[config.mk]
export PLATFORM = sky130hd
export DESIGN_NAME = bus_cmd_master_flat
export DESIGN_NICKNAME = d
export VERILOG_FILES = /design/src/rtl/bus_cmd_master_pkg.sv /design/src/rtl/bus_cmd_master_if.sv /design/src/rtl/bus_cmd_master.sv /design/src/flat_wrapper.sv
export SDC_FILE = /design/constraint.sdc
export NUM_CORES = 1
export LEC_CHECK = 0
export ABC_AREA = 1
export BUFFER_PORTS_ARGS = -buffer_cell sky130_fd_sc_hd__buf_2
export CAP_MARGIN = 20
export CORE_UTILIZATION = 51
export CTS_CLUSTER_DIAMETER = 150
export DETAILED_ROUTE_END_ITERATION = 12
export PLACE_DENSITY = 0.88
export SYNTH_ARGS = -nofsm -noshare
export SYNTH_HDL_FRONTEND = slang
export SYNTH_SLANG_ARGS = --single-unit
[constraint.sdc]
create_clock -name clk -period 1.5 [get_ports clk]
set_input_delay 0.3 -clock clk [delete_from_list [all_inputs] [get_ports clk]]
set_output_delay 0.3 -clock clk [all_outputs]
set_load 0.01 [all_outputs]
[src/rtl/bus_cmd_master_pkg.sv]
// ---------------------------------------------------------------------------
// bus_cmd_pkg
// Shared definitions for the byte-stream-to-bus command master:
//   state_e        - FSM states of bus_cmd_master
//   WRITE_BIT      - command byte bit selecting write (1) or read (0)
//   WSTRB_MSB/LSB  - command byte field carrying the write byte enables
//   ACK_BYTE_DEF   - default response byte for a successful write
//   ERR_BYTE_DEF   - default response byte for a rejected/timed-out command
// ---------------------------------------------------------------------------
package bus_cmd_pkg;

   typedef enum logic [2:0] {
      ST_CMD  = 3'd0,
      ST_ADDR = 3'd1,
      ST_DATA = 3'd2,
      ST_BUS  = 3'd3,
      ST_GAP  = 3'd4,
      ST_RESP = 3'd5
   } state_e;

   localparam int WRITE_BIT = 7;
   localparam int WSTRB_MSB = 3;
   localparam int WSTRB_LSB = 0;

   localparam logic [7:0] ACK_BYTE_DEF = 8'hA5;
   localparam logic [7:0] ERR_BYTE_DEF = 8'hEE;

endpackage

[src/rtl/bus_cmd_master_if.sv]
// ---------------------------------------------------------------------------
// bus_cmd_master_if
// Native memory bus between an initiator and a peripheral.
//   mem_valid  initiator -> target  request pending
//   mem_ready  target -> initiator  request completes this cycle
//   mem_wstrb  initiator -> target  byte enables, 0 = read
//   mem_addr   initiator -> target  byte address
//   mem_wdata  initiator -> target  write data
//   mem_rdata  target -> initiator  read data, valid with mem_ready
// Modports: master (initiator side), slave (peripheral side).
// ---------------------------------------------------------------------------
interface bus_cmd_master_if;

   logic        mem_valid;
   logic        mem_ready;
   logic [3:0]  mem_wstrb;
   logic [31:0] mem_addr;
   logic [31:0] mem_wdata;
   logic [31:0] mem_rdata;

   modport master (
      output mem_valid, mem_wstrb, mem_addr, mem_wdata,
      input  mem_ready, mem_rdata
   );

   modport slave (
      input  mem_valid, mem_wstrb, mem_addr, mem_wdata,
      output mem_ready, mem_rdata
   );

endinterface

[src/rtl/bus_cmd_master.sv]
// ---------------------------------------------------------------------------
// bus_cmd_master
// Debug/host access path: consumes a byte command stream, performs one 32-bit
// bus read or write, and returns a byte response stream.
//   Read frame : cmd(bit7=0) + 4 address bytes        -> 4 rdata bytes, LSB first
//   Write frame: cmd(bit7=1, [3:0]=wstrb) + 4 addr + 4 data bytes -> ACK_BYTE
//   Write with wstrb 0 performs no bus access and answers ERR_BYTE.
// Ports:
//   clk, resetn            clock, synchronous active-low reset
//   rx_valid/rx_ready/rx_data   command byte stream in
//   tx_valid/tx_ready/tx_data   response byte stream out
//   mem                    bus_cmd_master_if.master, native memory bus
//   busy                   high whenever the FSM is not waiting for a command
// Optional feature: define BUS_CMD_TIMEOUT_EN to abort a bus access that sees
// no mem_ready within TIMEOUT cycles; the response is then ERR_BYTE.
// ---------------------------------------------------------------------------
module bus_cmd_master
   import bus_cmd_pkg::*;
#(
   parameter int         TIMEOUT  = 255,
   parameter logic [7:0] ACK_BYTE = ACK_BYTE_DEF,
   parameter logic [7:0] ERR_BYTE = ERR_BYTE_DEF
) (
   input  logic                      clk,
   input  logic                      resetn,
   input  logic                      rx_valid,
   output logic                      rx_ready,
   input  logic [7:0]                rx_data,
   output logic                      tx_valid,
   input  logic                      tx_ready,
   output logic [7:0]                tx_data,
   bus_cmd_master_if.master          mem,
   output logic                      busy
);

   state_e      state_q,     state_d;
   logic [1:0]  cnt_q,       cnt_d;
   logic        wr_q,        wr_d;
   logic        err_q,       err_d;
   logic [3:0]  wstrb_q,     wstrb_d;
   logic [31:0] addr_q,      addr_d;
   logic [31:0] wdata_q,     wdata_d;
   logic [31:0] rdata_q,     rdata_d;
   logic        mem_valid_q, mem_valid_d;
   logic        tx_valid_q,  tx_valid_d;
   logic [7:0]  tx_data_q,   tx_data_d;
   logic [1:0]  tx_cnt_q,    tx_cnt_d;
   logic        busy_q,      busy_d;
   logic        rx_accept;

`ifdef BUS_CMD_TIMEOUT_EN
   localparam int TO_W = $clog2(TIMEOUT + 1);
   logic [TO_W-1:0] to_cnt_q, to_cnt_d;
   logic [TO_W-1:0] to_cnt_inc;
   assign to_cnt_inc = to_cnt_q + TO_W'(1);
`else
   logic timeout_unused;
   assign timeout_unused = |TIMEOUT;
`endif

   assign rx_ready  = resetn && (state_q inside {ST_CMD, ST_ADDR, ST_DATA});
   assign rx_accept = rx_valid && rx_ready;

   assign mem.mem_valid = mem_valid_q;
   assign mem.mem_wstrb = wstrb_q;
   assign mem.mem_addr  = addr_q;
   assign mem.mem_wdata = wdata_q;
   assign tx_valid      = tx_valid_q;
   assign tx_data       = tx_data_q;
   assign busy          = busy_q;

   always_comb begin
      state_d     = state_q;
      cnt_d       = cnt_q;
      wr_d        = wr_q;
      err_d       = err_q;
      wstrb_d     = wstrb_q;
      addr_d      = addr_q;
      wdata_d     = wdata_q;
      rdata_d     = rdata_q;
      mem_valid_d = mem_valid_q;
      tx_valid_d  = tx_valid_q;
      tx_data_d   = tx_data_q;
      tx_cnt_d    = tx_cnt_q;
`ifdef BUS_CMD_TIMEOUT_EN
      // Held at zero outside BUS so it starts from zero on every entry.
      to_cnt_d    = '0;
`endif

      case (state_q)
         ST_CMD: begin
            if (rx_accept) begin
               wr_d    = rx_data[WRITE_BIT];
               wstrb_d = rx_data[WRITE_BIT] ? rx_data[WSTRB_MSB:WSTRB_LSB] : 4'h0;
               err_d   = 1'b0;
               cnt_d   = 2'd0;
               state_d = ST_ADDR;
            end
         end
         ST_ADDR: begin
            if (rx_accept) begin
               // Little-endian: bytes enter at the top and shift down.
               addr_d = {rx_data, addr_q[31:8]};
               cnt_d  = cnt_q + 2'd1;
               if (cnt_q == 2'd3) begin
                  if (wr_q) begin
                     state_d = ST_DATA;
                  end else begin
                     state_d     = ST_BUS;
                     mem_valid_d = 1'b1;
                  end
               end
            end
         end
         ST_DATA: begin
            if (rx_accept) begin
               wdata_d = {rx_data, wdata_q[31:8]};
               cnt_d   = cnt_q + 2'd1;
               if (cnt_q == 2'd3) begin
                  if (wstrb_q == 4'h0) begin
                     // Empty write: frame is consumed but never reaches the bus.
                     err_d   = 1'b1;
                     state_d = ST_GAP;
                  end else begin
                     state_d     = ST_BUS;
                     mem_valid_d = 1'b1;
                  end
               end
            end
         end
         ST_BUS: begin
`ifdef BUS_CMD_TIMEOUT_EN
            to_cnt_d = to_cnt_inc;
`endif
            if (mem_valid_q && mem.mem_ready) begin
               rdata_d     = mem.mem_rdata;
               mem_valid_d = 1'b0;
               state_d     = ST_GAP;
            end
`ifdef BUS_CMD_TIMEOUT_EN
            // Completion above has priority over an expiry in the same cycle.
            else if (to_cnt_inc == TO_W'(TIMEOUT)) begin
               mem_valid_d = 1'b0;
               err_d       = 1'b1;
               state_d     = ST_GAP;
            end
`endif
         end
         ST_GAP: begin
            // mem_valid is low here, so a lingering mem_ready is never sampled.
            state_d    = ST_RESP;
            tx_valid_d = 1'b1;
            tx_cnt_d   = 2'd0;
            if (err_q) begin
               tx_data_d = ERR_BYTE;
            end else if (wr_q) begin
               tx_data_d = ACK_BYTE;
            end else begin
               tx_data_d = rdata_q[7:0];
               rdata_d   = {8'h00, rdata_q[31:8]};
            end
         end
         ST_RESP: begin
            if (tx_ready) begin
               if (err_q || wr_q || tx_cnt_q == 2'd3) begin
                  tx_valid_d = 1'b0;
                  state_d    = ST_CMD;
               end else begin
                  tx_cnt_d  = tx_cnt_q + 2'd1;
                  tx_data_d = rdata_q[7:0];
                  rdata_d   = {8'h00, rdata_q[31:8]};
               end
            end
         end
         default: begin
            state_d = ST_CMD;
         end
      endcase

      busy_d = (state_d != ST_CMD);
   end

   always_ff @(posedge clk) begin
      if (!resetn) begin
         state_q     <= ST_CMD;
         cnt_q       <= 2'd0;
         wr_q        <= 1'b0;
         err_q       <= 1'b0;
         wstrb_q     <= 4'h0;
         addr_q      <= 32'h0;
         wdata_q     <= 32'h0;
         rdata_q     <= 32'h0;
         mem_valid_q <= 1'b0;
         tx_valid_q  <= 1'b0;
         tx_data_q   <= 8'h00;
         tx_cnt_q    <= 2'd0;
         busy_q      <= 1'b0;
`ifdef BUS_CMD_TIMEOUT_EN
         to_cnt_q    <= '0;
`endif
      end else begin
         state_q     <= state_d;
         cnt_q       <= cnt_d;
         wr_q        <= wr_d;
         err_q       <= err_d;
         wstrb_q     <= wstrb_d;
         addr_q      <= addr_d;
         wdata_q     <= wdata_d;
         rdata_q     <= rdata_d;
         mem_valid_q <= mem_valid_d;
         tx_valid_q  <= tx_valid_d;
         tx_data_q   <= tx_data_d;
         tx_cnt_q    <= tx_cnt_d;
         busy_q      <= busy_d;
`ifdef BUS_CMD_TIMEOUT_EN
         to_cnt_q    <= to_cnt_d;
`endif
      end
   end

endmodule

[src/flat_wrapper.sv]
// flat-port wrapper written by rule: the top's interface ports become plain ports
module bus_cmd_master_flat import bus_cmd_pkg::*;
#(
   parameter int         TIMEOUT  = 255,
   parameter logic [7:0] ACK_BYTE = ACK_BYTE_DEF,
   parameter logic [7:0] ERR_BYTE = ERR_BYTE_DEF
)
  (clk, resetn, rx_valid, rx_ready, rx_data, tx_valid, tx_ready, tx_data, busy, mem_mem_valid, mem_mem_wstrb, mem_mem_addr, mem_mem_wdata, mem_mem_ready, mem_mem_rdata);
  bus_cmd_master_if mem_i ();
  input  logic clk;
  input  logic resetn;
  input  logic rx_valid;
  output logic rx_ready;
  input  logic [7:0] rx_data;
  output logic tx_valid;
  input  logic tx_ready;
  output logic [7:0] tx_data;
  output logic busy;
  output wire logic [$bits(mem_i.mem_valid)-1:0] mem_mem_valid;
  output wire logic [$bits(mem_i.mem_wstrb)-1:0] mem_mem_wstrb;
  output wire logic [$bits(mem_i.mem_addr)-1:0] mem_mem_addr;
  output wire logic [$bits(mem_i.mem_wdata)-1:0] mem_mem_wdata;
  input wire logic [$bits(mem_i.mem_ready)-1:0] mem_mem_ready;
  input wire logic [$bits(mem_i.mem_rdata)-1:0] mem_mem_rdata;
  assign mem_mem_valid = mem_i.mem_valid;
  assign mem_mem_wstrb = mem_i.mem_wstrb;
  assign mem_mem_addr = mem_i.mem_addr;
  assign mem_mem_wdata = mem_i.mem_wdata;
  assign mem_i.mem_ready = mem_mem_ready;
  assign mem_i.mem_rdata = mem_mem_rdata;
  bus_cmd_master #(.TIMEOUT(TIMEOUT), .ACK_BYTE(ACK_BYTE), .ERR_BYTE(ERR_BYTE)) u_core (.clk(clk), .resetn(resetn), .rx_valid(rx_valid), .rx_ready(rx_ready), .rx_data(rx_data), .tx_valid(tx_valid), .tx_ready(tx_ready), .tx_data(tx_data), .mem(mem_i), .busy(busy));
endmodule
==> out/summary.txt <==
ANT cells = 0
P_int = 0.006087 W
Post-Syn Area = 4866 um^2
Synth Net Count = 701
Core footprint = 9240 um^2
Wire per inst = 14.55 um
Global Route Usage Sum = 25.52%
DRC = 0
Crit-path max FO = 8
Max Slew Vio Count = 0
Setup CP Type = flip-flop to flip-flop
Fin crit period = 1.622 ns
Layout Nets = 843
Final wirelength = 13650 um
Die W = 99.68 um
Filler cell count = 673
Crit path DAT = 2.06 ns
Worst-Skew Late Latency = 0.52 ns
Worst Tran Pin Value = 0.7543 ns
Die footprint = 9936 um^2
TritonCTS Buffers = 17
First-pass GRT wire length = 20120 um
Initial Utilization = 52.66%
Vias after detailed routing = 4942
FF-to-FF path depth = 8
CP peak stage delay = 0.33 ns
Clock slew at reported path FFs = 0.06 ns
GRT overflow = 0
Syn avg cell area = 7.440 um^2
Post-synth top area share = 49.37%
Outcome = finished with violations
Top-level port count = 125
Skew final = 0.01117 ns
Slew Limit Headroom = 49.71%
Max Cap Viol = 0
Comb power frac = 5.6%
Setup violations, final = 37
Hold depth = 3
Failing checks = negative setup slack
Critical path's slowest cell = dfxtp_2
DRT iter0 DRCs = 264
Layout area overhead = 38.36%
Vias in the first global route = 4449
H-tree depth = 4
Seq/Total Area, Yosys = 49.37%
Clock share of power = 53.2%
Net Sw Power = 0.001811 W
Unrepaired setup endpoints after global routing = yes
Warnings from Yosys = 0
Peak supply drop = 0.9525 mV
Worst EP required = 1.94 ns
Seq pwr share = 41.3%
Final hold slack = 0.02573 ns
Drt first pass iters = 5
PwrDens = 1173 nW/um^2
Fmax achieved = 616.6 MHz
Sw Share = 22.93%
Post-synthesis cell type count = 30
#FFs+latches synth = 120
CP Cell Sequence = ha_4, nor3_2, nand2_1, nand2_2, nand3_4, buf_12, buf_8, a21oi_2
Final ANT Viol Nets = 0
Final WS setup = -0.1218 ns
Port bufs = 124
Vias per std cell = 5.269
Cell Rows = 35
Final core occ = 72.86%
Final Hold Vio Count = 0
Top area cells in the synthesized netlist = dfxtp_1 (49%), nor2_1 (12%), o21ai_0 (11%)
Share of cells above drive strength 1 = 32.76%
Leakage = 3.341 nW
Die span in y = 99.68 um
Root Driver = clkbuf_8
Crit end category = flip-flop
Hpwl dp = 7749 um
Cell count after synthesis = 654
# clock sinks = 120
Leading area contributor after synthesis = dfxtp_1
Pin count of the biggest net entering global routing = 61
Fin crit share = 108.1%
CP Launch Type = flip-flop
CTS tree = yes
Clock Tree Buf Depth = 2
Initial antenna violation count = 0
Routability cong. = 0.8949
HP Class = input pin to flip-flop
-- worst paths after layout --
path / start / end / slack, ns
max: u_core.tx_cnt_q[0]$_SDFFE_PN0P_ / u_core.rdata_q[1]$_SDFFE_PN0P_ / -0.12
min: rx_data[4] / u_core.mem.mem_addr[28]$_SDFFE_PN0P_ / 0.03
max reg2reg: u_core.tx_cnt_q[0]$_SDFFE_PN0P_ / u_core.rdata_q[1]$_SDFFE_PN0P_ / -0.12
min reg2reg: u_core.rdata_q[18]$_SDFFE_PN0P_ / u_core.rdata_q[18]$_SDFFE_PN0P_ / 0.45
-- layer usage --
metal  vias up  wire (um)  track usage [%]
met2       224       6842            42.18
met4         0        209            9.955
li1       2397          -                -
met1      2300       5640            31.12
met3        21        959            7.730
met5         -          0                0
-- cells in the mapped netlist --
master	number
buf_1	2
nand3_2	1
nand2_1	54
o21ai_2	2
inv_1	63
buf_2	10
nand4_4	1
o21a_1	1
a21oi_2	1
buf_4	3
nand3b_1	1
o31ai_1	1
clkbuf_1	12
dfxtp_1	120
nand2_4	1
inv_2	5
a21oi_1	40
o21ai_1	32
nor2_2	4
o21ai_0	107
ha_1	2
nor2_4	2
buf_6	7
nand3_4	1
nand2_2	5
clkbuf_2	2
nor3_1	4
nor2_1	151
nand3_1	18
o22ai_1	1
-- cell type report --
| type | count | area, um^2 | area share [%] |
|---|---|---|---|
| clock inverters | 12 | 162.7 | 2.416 |
| inverters | 68 | 265.3 | 3.940 |
| flip-flops and latches | 120 | 2411 | 35.81 |
| repair buffers | 158 | 1027 | 15.26 |
| well taps | 129 | 161.4 | 2.397 |
| clock buffers | 20 | 455.4 | 6.765 |
| multi-input cells | 431 | 2250 | 33.41 |
-- worst max-delay path: cells and delay by family, from the launching register on --
kind / cells / cell delay (ns)
AND/OR/NAND/NOR: 4 / 0.58
flip-flops: 1 / 0.33
buffers and inverters: 2 / 0.33
adder cells (fa/ha/maj): 1 / 0.16
AO/OA/AOI/OAI: 1 / 0.15
-- cell usage in the layout, fill, tap and decap left out, types with 5 or more instances in the layout --
cell       instances
nor2_1           148
buf_2            124
dfxtp_1          115
o21ai_0          100
inv_1             61
nand2_1           53
a21oi_1           31
o21ai_2           23
clkbuf_16         18
buf_4             18
nand3_1           17
o21ai_1           14
a21oi_2           10
nor2_2             7
buf_6              7
inv_6              5
buf_12             5
-- state kept, by name, indices dropped and copies added, names as in the netlist --
signal,count
u_core.busy,1
u_core.rdata_q,32
u_core.tx_valid,1
u_core.tx_data,8
u_core.mem.mem_wstrb,4
u_core.wr_q,1
u_core.mem.mem_addr,32
u_core.err_q,1
u_core.tx_cnt_q,2
u_core.cnt_q,2
u_core.mem.mem_wdata,32
u_core.state_q,3
u_core.mem.mem_valid,1
-- logic make-up after synthesis --
group	after synthesis	share of synthesized area, %
flops	120	49.37
fa+ha+maj	2	0.5142
compound gates	185	19.39
buf+inv	104	9.643
simple gates	243	21.09
-- stage by stage --
stage	setup TNS (ns)	area [um^2]	setup WS (ns)	cells	total power, W
3_5_place_dp	-0.3475	5672	-0.05494	896	0.003699
4_1_cts	-0.2289	6431	-0.06448	933	0.007871
6_report	-1.706	6733	-0.1218	938	0.007897
5_1_grt	-4.075	6733	-0.1779	938	0.008146
3_3_place_gp	-0.02441	5672	-0.02016	896	0.003693
2_1_floorplan	0	4866	0.1532	654	0.003536
-- power by group through the flow --
stage / Combinational, W / Sequential (W) / Clock (W)
after floorplan: 0.000192 / 0.00334 / 0
after global placement: 0.000367 / 0.00333 / 0
after detailed placement: 0.000372 / 0.00333 / 0
after CTS: 0.000384 / 0.00326 / 0.00423
after global routing: 0.000486 / 0.00326 / 0.00440
final: 0.000441 / 0.00326 / 0.00420
-- what timing repair did --
action | CTS | global route
endpoints found under the setup margin | 20 | 78
gates resized for setup | 17 | 73
hold buffers | 0 | 0
setup buffers | 2 | 5
gates cloned | 3 | 3
pin swaps | 2 | 12
Note: power is estimated with default switching activity, not from simulation.
